`config.mk`:
```
export PLATFORM = sky130hd
export DESIGN_NAME = interrupt_sequencer_flat
export DESIGN_NICKNAME = d
export VERILOG_FILES = /design/src/rtl/interrupt_sequencer_if.sv /design/src/rtl/interrupt_sequencer.sv /design/src/flat_wrapper.sv
export SDC_FILE = /design/constraint.sdc
export NUM_CORES = 1
export LEC_CHECK = 0
export ABC_AREA = 1
export BUFFER_PORTS_ARGS = -buffer_cell sky130_fd_sc_hd__buf_2
export CAP_MARGIN = 25
export CORE_UTILIZATION = 45
export CTS_CLUSTER_DIAMETER = 100
export DETAILED_ROUTE_END_ITERATION = 12
export MAX_ROUTING_LAYER = met4
export PLACE_DENSITY = 0.84
export SLEW_MARGIN = 10
export SYNTH_ARGS = -nofsm -noshare
export SYNTH_HDL_FRONTEND = slang
export SYNTH_SLANG_ARGS = --single-unit
```
`constraint.sdc`:
```
create_clock -name clk -period 4.8 [get_ports clk]
set_clock_uncertainty 0.2 [all_clocks]
set_input_delay 1.44 -clock clk [delete_from_list [all_inputs] [get_ports clk]]
set_output_delay 1.44 -clock clk [all_outputs]
set_load 0.02 [all_outputs]
```
`src/rtl/interrupt_sequencer_if.sv`:
```
// Bus and handshake bundle around the interrupt sequencer.
// The sequencer takes the master view: it drives the CPU bus while busy.
// The slave view belongs to the surroundings (control_unit, datapath, memory).
interface interrupt_sequencer_if;
  // interrupt sources and instruction-boundary qualifier
  logic        nmi_n;
  logic        irq_n;
  logic        brk_req;
  logic        i_flag;
  logic        instr_boundary;
  // processor context supplied by the datapath
  logic [15:0] pc_in;
  logic [7:0]  p_in;
  logic [7:0]  sp_in;
  // memory read data, valid in the same cycle as addr
  logic [7:0]  data_in;
  // bus and datapath controls owned by the sequencer
  logic        busy;
  logic [15:0] addr;
  logic [7:0]  data_out;
  logic        read_write;
  logic        sp_dec;
  logic        pc_load;
  logic [15:0] pc_out;
  logic        set_i;

  modport master (
    input  nmi_n, irq_n, brk_req, i_flag, instr_boundary,
    input  pc_in, p_in, sp_in, data_in,
    output busy, addr, data_out, read_write, sp_dec, pc_load, pc_out, set_i
  );

  modport slave (
    output nmi_n, irq_n, brk_req, i_flag, instr_boundary,
    output pc_in, p_in, sp_in, data_in,
    input  busy, addr, data_out, read_write, sp_dec, pc_load, pc_out, set_i
  );
endinterface

```
`src/rtl/interrupt_sequencer.sv`:
```
// Interrupt sequencer: takes the CPU bus for reset, NMI, IRQ and BRK entry.
// An entry pushes PCH, PCL and P to the stack page, fetches the 16-bit
// vector and hands it to the datapath with pc_load/set_i. Reset skips the
// pushes. Requests are only accepted at an instruction boundary.
module interrupt_sequencer #(
  parameter logic [15:0] VEC_NMI    = 16'hFFFA,
  parameter logic [15:0] VEC_RST    = 16'hFFFC,
  parameter logic [15:0] VEC_IRQ    = 16'hFFFE,
  parameter logic [7:0]  STACK_PAGE = 8'h01
) (
  input  logic                   clk,
  input  logic                   rst,
  interrupt_sequencer_if.master  bus
);

  typedef enum logic [2:0] {
    S_RESET,
    S_IDLE,
    S_PUSH_H,
    S_PUSH_L,
    S_PUSH_P,
    S_VEC_L,
    S_VEC_H,
    S_LOAD
  } state_t;

  typedef enum logic [1:0] {
    VS_RST,
    VS_NMI,
    VS_IRQ
  } vec_sel_t;

  state_t      state_q, state_d;
  vec_sel_t    vec_sel_q, vec_sel_d;
  logic        nmi_n_q;
  logic        nmi_pend_q, nmi_pend_d;
  logic        brk_q, brk_d;
  logic [7:0]  lo_q, lo_d;
  logic [7:0]  hi_q, hi_d;

  logic        nmi_edge;
  logic        nmi_now;
  logic        irq_req;
  logic        take_req;
  logic [15:0] vec_addr;

  // bits 5:4 of P are rebuilt on push, the live values are not needed
  logic        unused_p_bits;
  assign unused_p_bits = ^bus.p_in[5:4];

  // falling edge of the (already synchronised) NMI line
  assign nmi_edge = nmi_n_q & ~bus.nmi_n;
  // NMI either already latched or arriving this cycle
  assign nmi_now  = nmi_pend_q | nmi_edge;
  // IRQ is a live level, never latched, masked by the I flag
  assign irq_req  = ~bus.irq_n & ~bus.i_flag;
  assign take_req = bus.instr_boundary & (nmi_pend_q | bus.brk_req | irq_req);

  // vector low-byte address for the selected source
  always_comb begin
    case (vec_sel_q)
      VS_NMI:  vec_addr = VEC_NMI;
      VS_IRQ:  vec_addr = VEC_IRQ;
      default: vec_addr = VEC_RST;
    endcase
  end

  // state and sequence registers; reset can abort any sequence
  always_ff @(posedge clk) begin
    if (!rst) begin
      state_q    <= S_RESET;
      vec_sel_q  <= VS_RST;
      nmi_pend_q <= 1'b0;
      brk_q      <= 1'b0;
      lo_q       <= 8'h00;
      hi_q       <= 8'h00;
      // track the line through reset so no stale edge is seen on release
      nmi_n_q    <= bus.nmi_n;
    end else begin
      state_q    <= state_d;
      vec_sel_q  <= vec_sel_d;
      nmi_pend_q <= nmi_pend_d;
      brk_q      <= brk_d;
      lo_q       <= lo_d;
      hi_q       <= hi_d;
      nmi_n_q    <= bus.nmi_n;
    end
  end

  // next state, source selection, NMI latch and vector capture
  always_comb begin
    state_d    = state_q;
    vec_sel_d  = vec_sel_q;
    nmi_pend_d = nmi_pend_q | nmi_edge;
    brk_d      = brk_q;
    lo_d       = lo_q;
    hi_d       = hi_q;
    case (state_q)
      S_RESET: begin
        state_d = S_VEC_L;
      end
      S_IDLE: begin
        if (take_req) begin
          state_d = S_PUSH_H;
          // priority NMI > BRK > IRQ; BRK shares the IRQ vector
          vec_sel_d = nmi_pend_q ? VS_NMI : VS_IRQ;
          brk_d     = ~nmi_pend_q & bus.brk_req;
        end
      end
      S_PUSH_H: begin
        state_d = S_PUSH_L;
        // an NMI during the pushes hijacks the vector; B stays as pushed
        if (nmi_now) vec_sel_d = VS_NMI;
      end
      S_PUSH_L: begin
        state_d = S_PUSH_P;
        if (nmi_now) vec_sel_d = VS_NMI;
      end
      S_PUSH_P: begin
        state_d = S_VEC_L;
        if (nmi_now) vec_sel_d = VS_NMI;
        // NMI is consumed on entering VEC_L; a fresh edge this cycle survives
        if (nmi_now || vec_sel_q == VS_NMI) nmi_pend_d = nmi_edge;
      end
      S_VEC_L: begin
        state_d = S_VEC_H;
        lo_d    = bus.data_in;
      end
      S_VEC_H: begin
        state_d = S_LOAD;
        hi_d    = bus.data_in;
      end
      S_LOAD: begin
        state_d = S_IDLE;
      end
      default: begin
        state_d = S_RESET;
      end
    endcase
  end

  // bus outputs decoded purely from the current state
  always_comb begin
    bus.busy       = 1'b1;
    bus.addr       = 16'h0000;
    bus.data_out   = 8'h00;
    bus.read_write = 1'b0;
    bus.sp_dec     = 1'b0;
    bus.pc_load    = 1'b0;
    bus.set_i      = 1'b0;
    bus.pc_out     = 16'h0000;
    case (state_q)
      S_IDLE: begin
        bus.busy = 1'b0;
      end
      S_PUSH_H: begin
        bus.addr       = {STACK_PAGE, bus.sp_in};
        bus.data_out   = bus.pc_in[15:8];
        bus.read_write = 1'b1;
        bus.sp_dec     = 1'b1;
      end
      S_PUSH_L: begin
        bus.addr       = {STACK_PAGE, bus.sp_in};
        bus.data_out   = bus.pc_in[7:0];
        bus.read_write = 1'b1;
        bus.sp_dec     = 1'b1;
      end
      S_PUSH_P: begin
        bus.addr       = {STACK_PAGE, bus.sp_in};
        bus.data_out   = {bus.p_in[7:6], 1'b1, brk_q, bus.p_in[3:0]};
        bus.read_write = 1'b1;
        bus.sp_dec     = 1'b1;
      end
      S_VEC_L: begin
        bus.addr = vec_addr;
      end
      S_VEC_H: begin
        bus.addr = vec_addr + 16'd1;
      end
      S_LOAD: begin
        bus.pc_out  = {hi_q, lo_q};
        bus.pc_load = 1'b1;
        bus.set_i   = 1'b1;
      end
      default: begin
        // RESET: own the bus but keep it quiet
      end
    endcase
  end

endmodule

```
`src/flat_wrapper.sv`:
```
// flat-port wrapper written by rule: the top's interface ports become plain ports
module interrupt_sequencer_flat 
#(
  parameter logic [15:0] VEC_NMI    = 16'hFFFA,
  parameter logic [15:0] VEC_RST    = 16'hFFFC,
  parameter logic [15:0] VEC_IRQ    = 16'hFFFE,
  parameter logic [7:0]  STACK_PAGE = 8'h01
)
  (clk, rst, bus_nmi_n, bus_irq_n, bus_brk_req, bus_i_flag, bus_instr_boundary, bus_pc_in, bus_p_in, bus_sp_in, bus_data_in, bus_busy, bus_addr, bus_data_out, bus_read_write, bus_sp_dec, bus_pc_load, bus_pc_out, bus_set_i);
  interrupt_sequencer_if bus_i ();
  input  logic clk;
  input  logic rst;
  input wire logic [$bits(bus_i.nmi_n)-1:0] bus_nmi_n;
  input wire logic [$bits(bus_i.irq_n)-1:0] bus_irq_n;
  input wire logic [$bits(bus_i.brk_req)-1:0] bus_brk_req;
  input wire logic [$bits(bus_i.i_flag)-1:0] bus_i_flag;
  input wire logic [$bits(bus_i.instr_boundary)-1:0] bus_instr_boundary;
  input wire logic [$bits(bus_i.pc_in)-1:0] bus_pc_in;
  input wire logic [$bits(bus_i.p_in)-1:0] bus_p_in;
  input wire logic [$bits(bus_i.sp_in)-1:0] bus_sp_in;
  input wire logic [$bits(bus_i.data_in)-1:0] bus_data_in;
  output wire logic [$bits(bus_i.busy)-1:0] bus_busy;
  output wire logic [$bits(bus_i.addr)-1:0] bus_addr;
  output wire logic [$bits(bus_i.data_out)-1:0] bus_data_out;
  output wire logic [$bits(bus_i.read_write)-1:0] bus_read_write;
  output wire logic [$bits(bus_i.sp_dec)-1:0] bus_sp_dec;
  output wire logic [$bits(bus_i.pc_load)-1:0] bus_pc_load;
  output wire logic [$bits(bus_i.pc_out)-1:0] bus_pc_out;
  output wire logic [$bits(bus_i.set_i)-1:0] bus_set_i;
  assign bus_i.nmi_n = bus_nmi_n;
  assign bus_i.irq_n = bus_irq_n;
  assign bus_i.brk_req = bus_brk_req;
  assign bus_i.i_flag = bus_i_flag;
  assign bus_i.instr_boundary = bus_instr_boundary;
  assign bus_i.pc_in = bus_pc_in;
  assign bus_i.p_in = bus_p_in;
  assign bus_i.sp_in = bus_sp_in;
  assign bus_i.data_in = bus_data_in;
  assign bus_busy = bus_i.busy;
  assign bus_addr = bus_i.addr;
  assign bus_data_out = bus_i.data_out;
  assign bus_read_write = bus_i.read_write;
  assign bus_sp_dec = bus_i.sp_dec;
  assign bus_pc_load = bus_i.pc_load;
  assign bus_pc_out = bus_i.pc_out;
  assign bus_set_i = bus_i.set_i;
  interrupt_sequencer #(.VEC_NMI(VEC_NMI), .VEC_RST(VEC_RST), .VEC_IRQ(VEC_IRQ), .STACK_PAGE(STACK_PAGE)) u_core (.clk(clk), .rst(rst), .bus(bus_i));
endmodule
```
# After elaboration in Yosys (flattened, before gate mapping)
# Cells that the tools add are included.
[word_totals]
n_memories = 0
mem_bits_rw = 0
word_cells = 52
mem_bits_ro = 0
in_bits = 47
ff_bits = 24
latchBits = 0
output_inout_bits = 45
[op_classes]
eq_ne = 11
n_bitwise = 11
n_div = 0
add_sub_neg = 1
shifts = 0
reduce_logical = 7
n_mux = 15
magnitude_cmp = 0
multipliers = 0
[ops]
columns = ["op", "count"]
rows = [
  ["16-bit one-hot mux with 3 select lines", 1],
  ["8-bit one-hot mux with 3 select lines", 1],
  ["3-bit one-hot mux with 7 select lines", 1],
  ["16-bit two-way mux", 1],
  ["3-bit equality test (second input constant)", 4],
  ["3-bit by 2-bit equality test with 1-bit output (second input constant)", 2],
  ["2-bit two-way mux", 3],
  ["3-bit one-hot mux with 2 select lines", 1],
  ["4-bit by 2-bit adder with 5-bit output (second input constant)", 1],
  ["1-bit two-way mux", 5],
  ["1-bit bitwise AND", 4],
  ["2-bit by 1-bit inequality test with 1-bit output (second input constant)", 2],
  ["1-bit inverter", 4],
  ["2-bit one-hot mux with 2 select lines", 1],
  ["3-bit by 1-bit equality test with 1-bit output (second input constant)", 1],
  ["3-bit logical NOT", 1],
  ["3-bit two-way mux", 1],
  ["1-bit bitwise OR", 3],
  ["3-bit AND reduction", 1],
  ["3-bit OR reduction", 1],
  ["2-bit by 1-bit equality test with 1-bit output (second input constant)", 1],
  ["2-bit equality test (second input constant)", 1],
  ["2-bit AND reduction", 1],
  ["2-bit nonzero test", 1],
  ["2 further kinds", 2],
]

# Logic depth before layout (Yosys ltp)
[logic_depth]
word_depth = 6
mapped_depth = 9
mapped_depth_nobuf = 8

# Worst setup path after synthesis
# OpenSTA, ideal clock, no wires.
[synth_timing]
kind = "input port to output port"
from = "in bus_pc_in[13]"
to = "out bus_data_out[5]"
n_path_buf = 0
stages = 1
required_time_ps = 3160
arrival_time_ps = 1854
path_slack_ps = 1306
path_cell_list = "a221o_1"
[synth_between]
elab_chain_cells = 1
[synth_lines]
columns = ["element", "line", "rtl"]
rows = [
  ["start: declaration", "flat_wrapper.sv:18", "input wire logic [$bits(bus_i.pc_in)-1:0] bus_pc_in;"],
  ["8-bit one-hot mux with 3 select lines", "interrupt_sequencer.sv:152", "case (state_q)"],
  ["end: declaration", "flat_wrapper.sv:24", "output wire logic [$bits(bus_i.data_out)-1:0] bus_data_out;"],
]
# Every way passes these cells.

# Worst setup path in the final report
[layout_timing]
from = "reg u_core.state_q[0]"
to = "out bus_addr[1]"
[layout_between]
elab_chain_cells = 3
elab_cells_between_ends = 7
classes_between = "5 x eq/ne; 1 x mux; 1 x reduce/logical"
[layout_lines]
columns = ["element", "line", "rtl"]
rows = [
  ["start: declaration", "interrupt_sequencer.sv:33", "state_t state_q, state_d;"],
  ["start signal: assignment", "interrupt_sequencer.sv:80", "state_q <= state_d;"],
  ["3-bit by 2-bit equality test with 1-bit output or 3-bit equality test (tied branches)", "interrupt_sequencer.sv:152", ""],
  ["3-bit OR reduction (no line)", "-", ""],
  ["16-bit one-hot mux with 3 select lines *", "interrupt_sequencer.sv:152", ""],
  ["end: declaration", "flat_wrapper.sv:23", "output wire logic [$bits(bus_i.addr)-1:0] bus_addr;"],
]
# Mark *: on every way between the ends. The rest lies on a longest branch, timed or not.

==> results.sh <==
export IMPL_clockRootBuffer="clkbuf_4"
export IMPL_tightest_slew_ns=0.577
export IMPL_critical_path_class="reg2out"
export IMPL_grt_max_degree=21
export IMPL_synth_cells=215
export IMPL_cpPeakStageDelay_ns=0.42
export IMPL_grt_total_usage_pct=20.4
export IMPL_critPathMaxFanout=18
export IMPL_hp_class="reg2reg"
export IMPL_cts_buffers_inserted=3
export IMPL_areaGrowthSynthToFinish_pct=29.7
export IMPL_ant_nets=0
export IMPL_path_depth=7
export IMPL_cts_resized=0
export IMPL_die_h_um=58.5
export IMPL_min_to="u_core.hi_q[7]"
export IMPL_clkTransAtPathRegs_ns=0.13
export IMPL_hp_start="u_core.hi_q[7]"
export IMPL_cp_common_cell="nand2_1"
export IMPL_fin_crit_sh_pct=81.9
export IMPL_crit_arrival_ns=2.29
export IMPL_placed_cells=333
export IMPL_power_density_nw_per_um2=551
export IMPL_start_kind="register"
export IMPL_synth_compound_area_share_pct=17.5
export IMPL_crit_required_ns=3.16
export IMPL_overflow=0
export IMPL_maxCapViolations=0
export IMPL_reg2reg_from="u_core.state_q[0]"
export IMPL_outcome="finished clean"
export IMPL_vdd_drop_max_v=0.000204
export IMPL_vias=1551
export IMPL_drt_pass1_iterations=4
export IMPL_power_leakage_nw=1.02
export IMPL_crit_family="simple AND/OR/NAND/NOR gates"
export IMPL_synth_seq_cells=24
export IMPL_yosys_warnings=0
export IMPL_setup_tns_ns=0
export IMPL_cts_tree="done"
export IMPL_slowest_stage="dfxtp_1"
export IMPL_core_area_um2=3030
export IMPL_synth_fp_nets=268
export IMPL_synth_top_family_by_area="simple AND/OR/NAND/NOR gates"
export IMPL_nets=347
export IMPL_cts_sinks=24
export IMPL_via_per_inst=4.60
export IMPL_cp_cell_sequence="inv_1 -> ha_1 -> nand2_1 -> nand2_1 -> inv_2 -> o21ai_0 -> buf_2"
export IMPL_fmaxAchievable_mhz=254
export IMPL_first_global_vias=1330
export IMPL_grt_first_pass_wirelength_um=5330
export IMPL_cts_max_level=1
export IMPL_synthAdderAreaFrac_pct=5.23
export IMPL_wirelength_um=3300
export IMPL_critPathCaptureType="output pin"
export IMPL_cts_setup_buffers=0
export IMPL_holdBufCountCts=0
export IMPL_synth_area_per_cell_um2=6.68
export IMPL_setup_viol=0
export IMPL_reg2regPathDepth=6
export IMPL_layoutNonFillerInstCount=337
export IMPL_rr_endpoint="u_core.state_q[2]"
export IMPL_num_rows=20
export IMPL_drt_iter0_drc=47
export IMPL_synth_seq_area_share_pct=33.4
export IMPL_ios=92
export IMPL_detail_route_wl_per_cell_um=9.79
export IMPL_slew_viol_final=0
export IMPL_initial_core_util_pct=47.4
export IMPL_synthSimpleGateAreaFrac_pct=26.6
export IMPL_grt_antenna_before_repair=0
export IMPL_clk_path_buf_depth=2
export IMPL_synth_distinct_cells=23
export IMPL_rsz0062_at_grt="no"
export IMPL_io_buffer_count=89
export IMPL_num_antenna_cells=0
export IMPL_layout_drive_gt1_share_pct=35.8
export IMPL_hold_violations=0
export IMPL_hpwl_um=2540
export IMPL_die_area_um2=3420
export IMPL_synth_xor_area_share_pct=0
export IMPL_hold_depth=2
export IMPL_path_buf_inv=3
export IMPL_drc=0
export IMPL_netlist_area_um2=1440
export IMPL_die_w_um=58.5
export IMPL_clk_latency_ns=0.32
export IMPL_place_congestion=0.756
export IMPL_min_period_ns=3.93
export IMPL_relSlewSlack_pct=61.4
export IMPL_muxShareOfSynthArea_pct=0
export IMPL_regToRegSetupSlack_ns=2.70
[registers in the layout, indices dropped and copies added, names as in the netlist]
register	count
u_core.vec_sel_q	2
u_core.brk_q	1
u_core.lo_q	8
u_core.nmi_pend_q	1
u_core.state_q	3
u_core.nmi_n_q	1
u_core.hi_q	8
[stage by stage]
step	hold slack, ns	setup slack, ns	power, W	cell area (µm²)	util, %
6_report	0.263	0.867	0.00103	1860	61.5
5_1_grt	0.286	0.641	0.00112	1860	61.5
4_1_cts	0.265	0.843	0.00103	1860	61.5
3_5_place_dp	0.246	1.14	0.000925	1830	60.3
3_3_place_gp	0.238	1.15	0.000914	1830	60.3
2_1_floorplan	0.230	1.31	0.000800	1440	-
[per-layer routing]
layer	GRT usage, %	routed length [µm]
met4	8.16	55
met1	22.7	1490
met2	37.3	1580
met3	2.20	167
met5	-	0
[logic make-up after synthesis]
kind of cell,after synthesis
AND/OR/NAND/NOR,89
AO/OA/AOI/OAI,47
buffers and inverters,49
adder cells (fa/ha/maj),6
flip-flops,24
[synthesized netlist by cell type, drive strengths merged]
| cell type | instances | area share [%] |
|---|---|---|
| nand2 | 53 | 15 |
| inv | 33 | 9.0 |
| dfxtp | 24 | 33 |
| a21oi | 23 | 8.5 |
| o21ai | 22 | 7.7 |
| nor2 | 20 | 5.2 |
| buf | 15 | 7.7 |
| nand3 | 12 | 5.4 |
| ha | 6 | 5.2 |
| nor3 | 4 | 1.4 |
| a221o | 1 | 0.70 |
| clkinv | 1 | 0.61 |
| o2bb2ai | 1 | 0.61 |
[worst max path at each step]
stage	from	to	slack, ns
final	u_core.state_q[0]	bus_addr[1]	0.87
after global routing	u_core.state_q[0]	bus_addr[1]	0.64
after CTS	u_core.state_q[0]	bus_addr[1]	0.84
after detailed placement	bus_pc_in[13]	bus_data_out[5]	1.14
after global placement	bus_pc_in[13]	bus_data_out[5]	1.15
after floorplan	bus_pc_in[13]	bus_data_out[5]	1.31
[final cells by class]
class	instances	area, µm²
inverters	34	138
clock buffers	4	36.3
repair buffers	89	445
fillers	285	1160
well taps	44	55.1
flip-flops and latches	24	480
multi-input cells	142	708
[worst min-delay path, delay by kind of cell (launching register included)]
family	cells	cell delay, ns
AO/OA/AOI/OAI	1	0.05
flip-flops	1	0.32
buffers and inverters	1	0.06
[cells in the final DEF, fill, tap and decap left out, drive strengths merged]
cell type,Yosys,routed
o2bb2ai,1,1
ha,6,6
nand3,12,12
buf,15,89
clkinv,1,1
inv,33,33
nor2,20,20
nand2,53,53
a221o,1,1
clkbuf,0,4
a21oi,23,23
dfxtp,24,24
nor3,4,4
o21ai,22,22
[power breakdown]
group	internal, W	total (W)	switching [W]
clock network	0.0000464	0.000109	0.0000622
logic	0.000212	0.000644	0.000432
registers	0.000244	0.000274	0.0000299
Power figures use the tool's default switching activity.
